File: config.mk
export PLATFORM = sky130hd
export DESIGN_NAME = mc_controller_hs
export DESIGN_NICKNAME = d
export VERILOG_FILES = /design/src/rtl/mc_ctrl_pkg.sv /design/src/rtl/mc_wait_watchdog.sv /design/src/rtl/mc_controller_hs.sv
export SDC_FILE = /design/constraint.sdc
export NUM_CORES = 1
export LEC_CHECK = 0
export CORE_MARGIN = 1
export CORE_UTILIZATION = 40
export DETAILED_ROUTE_END_ITERATION = 7
export GPL_ROUTABILITY_DRIVEN = 0
export GPL_TIMING_DRIVEN = 0
export PLACE_DENSITY_LB_ADDON = 0.15
export SLEW_MARGIN = 20
export SYNTH_ARGS = -nofsm -noshare
export SYNTH_HDL_FRONTEND = slang
export SYNTH_SLANG_ARGS = --single-unit
File: constraint.sdc
create_clock -name clk -period 2 [get_ports clk]
set_input_delay 0.6 -clock clk [delete_from_list [all_inputs] [get_ports clk]]
set_output_delay 0.6 -clock clk [all_outputs]
set_load 0.03 [all_outputs]
File: src/rtl/mc_ctrl_pkg.sv
// ---------------------------------------------------------------------------
// mc_ctrl_pkg
// Shared definitions for the multicycle main controller:
//   - state_e      : controller state, 4-bit encoding exposed on state_o
//   - OP_*         : opcode class values of the op field
//   - SRC_B_*      : ALU B operand mux selects
//   - RES_*        : result mux selects
// ---------------------------------------------------------------------------
package mc_ctrl_pkg;

    typedef enum logic [3:0] {
        S_FETCH  = 4'd0,
        S_DECODE = 4'd1,
        S_MEMADR = 4'd2,
        S_EXECR  = 4'd3,
        S_EXECI  = 4'd4,
        S_BRANCH = 4'd5,
        S_MEMRD  = 4'd6,
        S_MEMWR  = 4'd7,
        S_ALUWB  = 4'd8,
        S_MEMWB  = 4'd9,
        S_FAULT  = 4'd10
    } state_e;

    localparam logic [1:0] OP_DP    = 2'b00;
    localparam logic [1:0] OP_MEM   = 2'b01;
    localparam logic [1:0] OP_BR    = 2'b10;
    localparam logic [1:0] OP_UNDEF = 2'b11;

    localparam logic [1:0] SRC_B_REG  = 2'b00;
    localparam logic [1:0] SRC_B_IMM  = 2'b01;
    localparam logic [1:0] SRC_B_FOUR = 2'b10;

    localparam logic [1:0] RES_ALUOUT = 2'b00;
    localparam logic [1:0] RES_RDATA  = 2'b01;
    localparam logic [1:0] RES_ALU    = 2'b10;

endpackage

File: src/rtl/mc_wait_watchdog.sv
// ---------------------------------------------------------------------------
// mc_wait_watchdog
// Counts consecutive stalled memory cycles and flags the cycle in which the
// WAIT_TIMEOUT-th stalled cycle is happening, so the controller can enter
// its fault state on the following edge. WAIT_TIMEOUT = 0 removes the
// counter entirely and expire is tied low.
// Ports:
//   clk, reset : clock, asynchronous active-high reset
//   stall      : memory access active and not completing this cycle
//   clear      : access completed or no access active; restart the count
//   expire     : this stalled cycle is the last one allowed
// ---------------------------------------------------------------------------
module mc_wait_watchdog #(
    parameter int WAIT_TIMEOUT = 15
) (
    input  logic clk,
    input  logic reset,
    input  logic stall,
    input  logic clear,
    output logic expire
);

    generate
        if (WAIT_TIMEOUT > 0) begin : g_wd
            localparam int CNT_W = $clog2(WAIT_TIMEOUT + 1);
            localparam logic [CNT_W-1:0] LAST = CNT_W'(WAIT_TIMEOUT - 1);

            logic [CNT_W-1:0] wait_cnt_q;
            logic [CNT_W-1:0] wait_cnt_d;

            always_comb begin
                wait_cnt_d = wait_cnt_q;
                if (clear) begin
                    wait_cnt_d = '0;
                end else if (stall) begin
                    wait_cnt_d = wait_cnt_q + CNT_W'(1);
                end
            end

            // NOTE: state registers use non-blocking assignment so every flop
            // samples the pre-edge value of the others in the same time step.
            always_ff @(posedge clk or posedge reset) begin
                if (reset) begin
                    wait_cnt_q <= '0;
                end else begin
                    wait_cnt_q <= wait_cnt_d;
                end
            end

            // A ready in the same cycle removes the stall, so completion wins.
            assign expire = stall && (wait_cnt_q == LAST);
        end else begin : g_no_wd
            logic unused_inputs;
            assign unused_inputs = clk ^ reset ^ stall ^ clear;
            assign expire        = 1'b0;
        end
    endgenerate

endmodule

File: src/rtl/mc_controller_hs.sv
// ---------------------------------------------------------------------------
// mc_controller_hs
// Main controller of a multicycle shared-bus datapath with a variable-latency
// memory handshake, conditional-execution squash, undefined-opcode trap and
// a stall watchdog that drops into a sticky FAULT state.
// Ports:
//   clk, reset          : clock, asynchronous active-high reset
//   op, funct, cond_ex  : decode fields (funct MSB = immediate, bit0 = load)
//   mem_ready           : memory completes the current access this cycle
//   mem_req, mem_w      : memory access active / write
//   adr_src             : address mux (0 PC, 1 ALU result)
//   alu_src_a/b, alu_op : ALU operand selects and funct decode enable
//   ir_write, next_pc   : instruction register load, PC update
//   reg_w, branch       : register file write, branch PC load
//   result_src          : result mux select
//   fault               : sticky fault flag
//   state_o             : current state encoding for debug
// ---------------------------------------------------------------------------
module mc_controller_hs
    import mc_ctrl_pkg::*;
#(
    parameter int WAIT_TIMEOUT = 15,
    parameter int FUNCT_W      = 6
) (
    input  logic               clk,
    input  logic               reset,
    input  logic [1:0]         op,
    input  logic [FUNCT_W-1:0] funct,
    input  logic               cond_ex,
    input  logic               mem_ready,
    output logic               mem_req,
    output logic               adr_src,
    output logic               alu_src_a,
    output logic [1:0]         alu_src_b,
    output logic               alu_op,
    output logic               ir_write,
    output logic               next_pc,
    output logic               mem_w,
    output logic               reg_w,
    output logic               branch,
    output logic [1:0]         result_src,
    output logic               fault,
    output logic [3:0]         state_o
);

    state_e state_q;
    state_e state_d;

    logic mem_access;
    logic stall;
    logic wait_clear;
    logic wait_expire;

    // Only the immediate flag and the load bit steer the sequence.
    logic unused_funct;
    assign unused_funct = ^funct[FUNCT_W-2:1];

    // mem_req is a pure function of state so the watchdog path into the
    // next-state logic stays free of combinational feedback.
    assign mem_access = (state_q == S_FETCH) || (state_q == S_MEMRD) ||
                        (state_q == S_MEMWR);
    assign mem_req    = mem_access;
    assign stall      = mem_access & ~mem_ready;
    assign wait_clear = mem_ready | ~mem_access;

    mc_wait_watchdog #(
        .WAIT_TIMEOUT(WAIT_TIMEOUT)
    ) u_wait_watchdog (
        .clk   (clk),
        .reset (reset),
        .stall (stall),
        .clear (wait_clear),
        .expire(wait_expire)
    );

    always_ff @(posedge clk or posedge reset) begin
        if (reset) begin
            state_q <= S_FETCH;
        end else begin
            state_q <= state_d;
        end
    end

    // NOTE: every output and state_d gets a default before the case so no
    // path through the block leaves a signal unassigned (no latches).
    always_comb begin
        state_d    = state_q;
        adr_src    = 1'b0;
        alu_src_a  = 1'b0;
        alu_src_b  = SRC_B_REG;
        alu_op     = 1'b0;
        ir_write   = 1'b0;
        next_pc    = 1'b0;
        mem_w      = 1'b0;
        reg_w      = 1'b0;
        branch     = 1'b0;
        result_src = RES_ALUOUT;
        fault      = 1'b0;

        case (state_q)
            S_FETCH: begin
                alu_src_a  = 1'b1;
                alu_src_b  = SRC_B_FOUR;
                result_src = RES_ALU;
                // PC advances once, in the completing cycle only.
                ir_write   = mem_ready;
                next_pc    = mem_ready;
                if (mem_ready) begin
                    state_d = S_DECODE;
                end else if (wait_expire) begin
                    state_d = S_FAULT;
                end
            end
            S_DECODE: begin
                alu_src_a  = 1'b1;
                alu_src_b  = SRC_B_FOUR;
                result_src = RES_ALU;
                if (!cond_ex) begin
                    state_d = S_FETCH;
                end else begin
                    case (op)
                        OP_MEM:  state_d = S_MEMADR;
                        OP_DP:   state_d = funct[FUNCT_W-1] ? S_EXECI : S_EXECR;
                        OP_BR:   state_d = S_BRANCH;
                        default: state_d = S_FAULT;
                    endcase
                end
            end
            S_MEMADR: begin
                alu_src_b = SRC_B_IMM;
                state_d   = funct[0] ? S_MEMRD : S_MEMWR;
            end
            S_MEMRD: begin
                adr_src = 1'b1;
                if (mem_ready) begin
                    state_d = S_MEMWB;
                end else if (wait_expire) begin
                    state_d = S_FAULT;
                end
            end
            S_MEMWR: begin
                adr_src = 1'b1;
                mem_w   = 1'b1;
                if (mem_ready) begin
                    state_d = S_FETCH;
                end else if (wait_expire) begin
                    state_d = S_FAULT;
                end
            end
            S_EXECR: begin
                alu_op    = 1'b1;
                alu_src_b = SRC_B_REG;
                state_d   = S_ALUWB;
            end
            S_EXECI: begin
                alu_op    = 1'b1;
                alu_src_b = SRC_B_IMM;
                state_d   = S_ALUWB;
            end
            S_ALUWB: begin
                reg_w      = 1'b1;
                result_src = RES_ALUOUT;
                state_d    = S_FETCH;
            end
            S_MEMWB: begin
                reg_w      = 1'b1;
                result_src = RES_RDATA;
                state_d    = S_FETCH;
            end
            S_BRANCH: begin
                branch     = 1'b1;
                alu_src_b  = SRC_B_IMM;
                result_src = RES_ALU;
                state_d    = S_FETCH;
            end
            S_FAULT: begin
                fault   = 1'b1;
                state_d = S_FAULT;
            end
            default: begin
                state_d = S_FAULT;
            end
        endcase
    end

    assign state_o = state_q;

endmodule
### After elaboration in Yosys (flattened, before gate mapping)

Cells that the tools add are included.

| operators by class | value |
|---|---|
| add/sub/neg operators | 1 |
| equality and inequality tests | 13 |
| multiplexer cells | 21 |
| bitwise logic cells | 4 |
| reduce and logical (&&, ||, !) cells | 13 |

Operators with widths:

| cell | count |
|---|---|
| $mux W4 | 7 |
| $pmux W4 S7 | 1 |
| $eq A4 B3 Y1 const B | 4 |
| $eq A4 B4 Y1 const B | 4 |
| $pmux W4 S3 | 1 |
| $mux W1 | 9 |
| $reduce_or A3 Y1 | 3 |
| $eq A4 B2 Y1 const B | 2 |
| $pmux W2 S2 | 2 |
| $reduce_or A2 Y1 | 4 |
| $add A4 B1 Y4 const B | 1 |
| $eq A4 B1 Y1 const B | 1 |
| $logic_not A4 Y1 | 1 |
| $mux W3 | 1 |
| $eq A2 B1 Y1 const B | 1 |
| $eq A2 B2 Y1 const B | 1 |
| $logic_not A2 Y1 | 1 |
| $logic_or A1 B1 Y1 | 2 |
| $not A1 Y1 | 2 |
| $reduce_bool A2 Y1 | 1 |
| $and A1 B1 Y1 | 1 |
| $logic_and A1 B1 Y1 | 1 |
| $or A1 B1 Y1 | 1 |

| word-level totals | value |
|---|---|
| register bits after elaboration | 8 |
| input port bits | 12 |
| word-level logic and storage cells | 54 |

### Logic depth before layout (Yosys ltp)

| depth | value |
|---|---|
| word-level depth | 8 |
| depth in mapped cells | 5 |
| gate-level depth less buffers | 5 |

### Hierarchy

From an unflattened synthesis, not the netlist that was laid out.

| unflattened totals | value |
|---|---|
| cells, all modules | 86 |
| area, all modules | 658.1 sq um |

Modules (own cells, without submodules):

| module | instances | cells each | area each (sq um) |
|---|---|---|---|
| mc_controller_hs | 1 | 65 | 431.7 |
| mc_wait_watchdog | 1 | 21 | 226.5 |

### Worst setup path after synthesis

OpenSTA, ideal clock, no wires.

| timing path | value |
|---|---|
| path type | register -> output |
| start point | register state_q[0], in the netlist state_o[0] |
| end point | output port result_src[1] |
| arrival time | 2.244 ns |
| path slack | -0.844 ns |
| cell stages (with the launch flop) | 5 |
| buffers on the path | 1 |
| cell sequence | dfrtp_1 > buf_2 > inv_2 > nor4_1 > or2_1 |

| on the way | value |
|---|---|
| word-level cells in the longest chain between the ends | 3 |
| elaborated cells on any way between the ends | 6 |
| classes of those cells | 3 x eq/ne; 1 x mux; 2 x reduce/logical |

Ends and longest elaborated chain:

| element | line | source |
|---|---|---|
| from (decl) | mc_controller_hs.sv:46 | `state_e state_q;` |
| from (signal assigned) | mc_controller_hs.sv:80 | `state_q <= state_d;` |
| $eq A4 B1 Y1, or another cell as far along | mc_controller_hs.sv:100 | `case (state_q)` |
| $reduce_or A3 Y1 (no line) | -- |  |
| $pmux W2 S2 * | mc_controller_hs.sv:100 |  |
| to (decl) | mc_controller_hs.sv:41 | `output logic [1:0] result_src,` |

Every way passes the cells marked *; elsewhere a longest branch is shown, timed or not.

### Final worst setup path

| timing path | value |
|---|---|
| start point | register state_q[2], in the netlist state_o[2] |
| end point | output port next_pc |

| on the way | value |
|---|---|
| word-level cells in the longest chain between the ends | 2 |

Ends and longest elaborated chain:

| element | line | source |
|---|---|---|
| $logic_not A4 Y1 | mc_controller_hs.sv:100 |  |
| $mux W1 | mc_controller_hs.sv:100 |  |
| to (decl) | mc_controller_hs.sv:37 | `output logic next_pc,` |

Every way passes these cells.

==> flow_summary.ini <==
[status]
outcome = finished, violations left
failed_checks = negative setup slack

[worst_setup_path]
start_kind = register
crit_fanout = 7
setup.worst_path.end_class = output pin
critical_path_arrival_ps = 1480
required_ps = 1400
crit_type = reg2out

[finish]
final_common_cell = buf_4
fin_util_pct = 72.0
fillCellCount = 115
antenna_cells = 0
multi_input_area_um2 = 463
fin_nets = 132
final_cell_mix = buf_4 (15), nor2_1 (11), clkdlybuf4s50_1 (10)
fin_cells = 133
register_area_um2 = 201
synthToLayoutAreaGrowth_pct = 66.1
drive_above_1_share_pct = 40.2

[global_route]
overflow = 0
grt_max_degree = 11
antenna_found_initial = 0
track_usage_pct = 20.6
grt_pass1_vias = 676
grt_pass1_wl_mm = 2.91

[routing]
wl_mm = 1.77
drc = 0
routed_via_density = 5.42
vias = 721
dr.pass1.iters = 4
drt_iter0_drc = 26
routedWlPerCell_um = 13.3
ant_nets = 0

[synthesis]
ys_ff_latch = 8
synth_edf_count = 0
synthFlopType = dfrtp_1
synth.yosys.warnings = 0
synth_top_area_cell = dfrtp_1
synthDominantCellAreaShare_pct = 30.0
syn_area_um2 = 668
ys_seq_area_share_pct = 30.0
ys_async_sr_fraction_pct = 100
ys_types = 38
syn_nets = 94
synthCells = 80
synth.top_cells.by_area = dfrtp_1 (30%), nor2_1 (6.7%), nand2b_1 (4.7%)
syn_area_per_cell_um2 = 8.35

[timing]
final_max_slew_viol_count = 0
slew_headroom_pct = 75.3
timing.fmax_mhz = 481
min_period_ps = 2080
setup_viol = 3
fin_worst_skew_ps = 2.34
hold_violations = 0
hold_ws_ps = 487
setup_slack_ps = -78.3
worstMarginPinSlew_ps = 367
period_share_pct = 104
rsz0062_at_grt = true

[power]
peakVddDrop_v = 0.000796
total_power_uw = 1870
p_sw_uw = 906
clockPowerShare_pct = 7.2
p_sw_share_pct = 48.4
p_leak_uw = 0.000512
intPower_uw = 967
pwr-share-seq_pct = 13.5
p_per_area_nw_per_um2 = 1690
comb_power_share_pct = 79.4

[clock_tree]
cts_max_level = 1
path_clk_slew_ps = 60
hold_buffers = 0
cts_root_buffer = clkbuf_4
cts_tree = done
clockBufferDepth = 2
cts_made_buffers = 3
insertion_delay_ps = 250
cts.sinks = 8

[die]
die-area_um2 = 1840
die_h_um = 42.9
core_area_um2 = 1540
fp-row-count = 14
io_pins = 30
die_w_um = 42.9
initial_core_util_pct = 43.3

[place]
place_inst = 121
dp_hpwl_mm = 1.23
numPortBuffers = 25

[flow_run]
drv_cap = 0

[worst_hold_path]
min_path_type = reg2reg
flip-flops by register name (all words and copies together) (netlist names):
name                             count
state_o                              4
u_wait_watchdog.g_wd.wait_cnt_q      4
power groups by stage:
stage / clock network, µW / registers, µW / logic (µW)
after CTS: 140 / 246 / 1390
after floorplan: 0 / 312 / 857
final: 134 / 253 / 1490
after detailed placement: 0 / 246 / 1320
after global routing: 148 / 260 / 1580
after global placement: 0 / 243 / 1310
per-stage QoR:
stage                     setup TNS, ps  cell area [µm²]  setup WS [ps]
after floorplan                    -762              747           -230
after global placement            -4470             1020           -685
after detailed placement          -4730             1020           -695
after CTS                          -268             1070          -93.3
after global routing               -529             1110           -128
final                              -171             1110          -78.3
synth_stat cells, types with 2 or more instances:
cell type / number
and3_1: 2
dfrtp_1: 8
nand2_1: 2
buf_4: 3
and4b_1: 2
ha_1: 2
and2_1: 2
nor2_1: 12
nand3_1: 4
nor3_1: 3
inv_1: 3
nor2b_1: 2
nand2b_1: 5
buf_2: 3
o211ai_1: 2
a21oi_1: 2
inv_2: 2
metal layers:
layer	vias up	global-route usage (%)	share of wire, %
met2	25	34.2	49
met3	2	5.11	4.8
li1	359	-	-
met5	-	0	0
met1	335	27.1	46
met4	0	3.75	0.79
final timing paths:
| check | startpoint | endpoint | slack (ps) | cells past startpoint |
|---|---|---|---|---|
| setup / recovery | state_o[2]$_DFF_PP0_ | next_pc | -80 | 5 |
| hold / removal | u_wait_watchdog.g_wd.wait_cnt_q[0]$_DFF_PP0_ | u_wait_watchdog.g_wd.wait_cnt_q[0]$_DFF_PP0_ | 490 | 1 |
| setup reg to reg | state_o[2]$_DFF_PP0_ | state_o[0]$_DFF_PP0_ | 380 | 5 |
| hold reg to reg | u_wait_watchdog.g_wd.wait_cnt_q[0]$_DFF_PP0_ | u_wait_watchdog.g_wd.wait_cnt_q[0]$_DFF_PP0_ | 490 | 1 |
| max in group asynchronous | reset | state_o[2]$_DFF_PP0_ | 1180 | 2 |
| min in group asynchronous | reset | u_wait_watchdog.g_wd.wait_cnt_q[3]$_DFF_PP0_ | 590 | 2 |
worst max-delay path, cell delays in order (launching register included):
cell	delay, ps
dfrtp_2	430
buf_8	140
nor3_4	230
and3_4	220
buf_6	90
buf_6	110
repair_timing:
action                                  CTS  global route
endpoints found under the setup margin   14            12
resized for setup                        90             8
pin swaps                                 4             5
setup buffers                             5             4
logic make-up after synthesis:
group	after synthesis	synth area share [%]
buffers and inverters	13	10.7
and+or+nand+nor	43	39.7
DFF	8	30.0
adders and majority gates	2	3.74
xor gates and xnor gates	2	2.62
AOI/OAI and AO/OA	12	13.3
final cells by class:
cell class                      count  area share, %
Inverter                            5           1.92
Multi-Input combinational cell     59           41.7
Tap cell                           16           1.80
Sequential cell                     8           18.2
Clock buffer                        4           2.37
Buffer                              7           8.00
Timing Repair Buffer               34           26.0
Note: power is estimated with default switching activity, not from simulation.
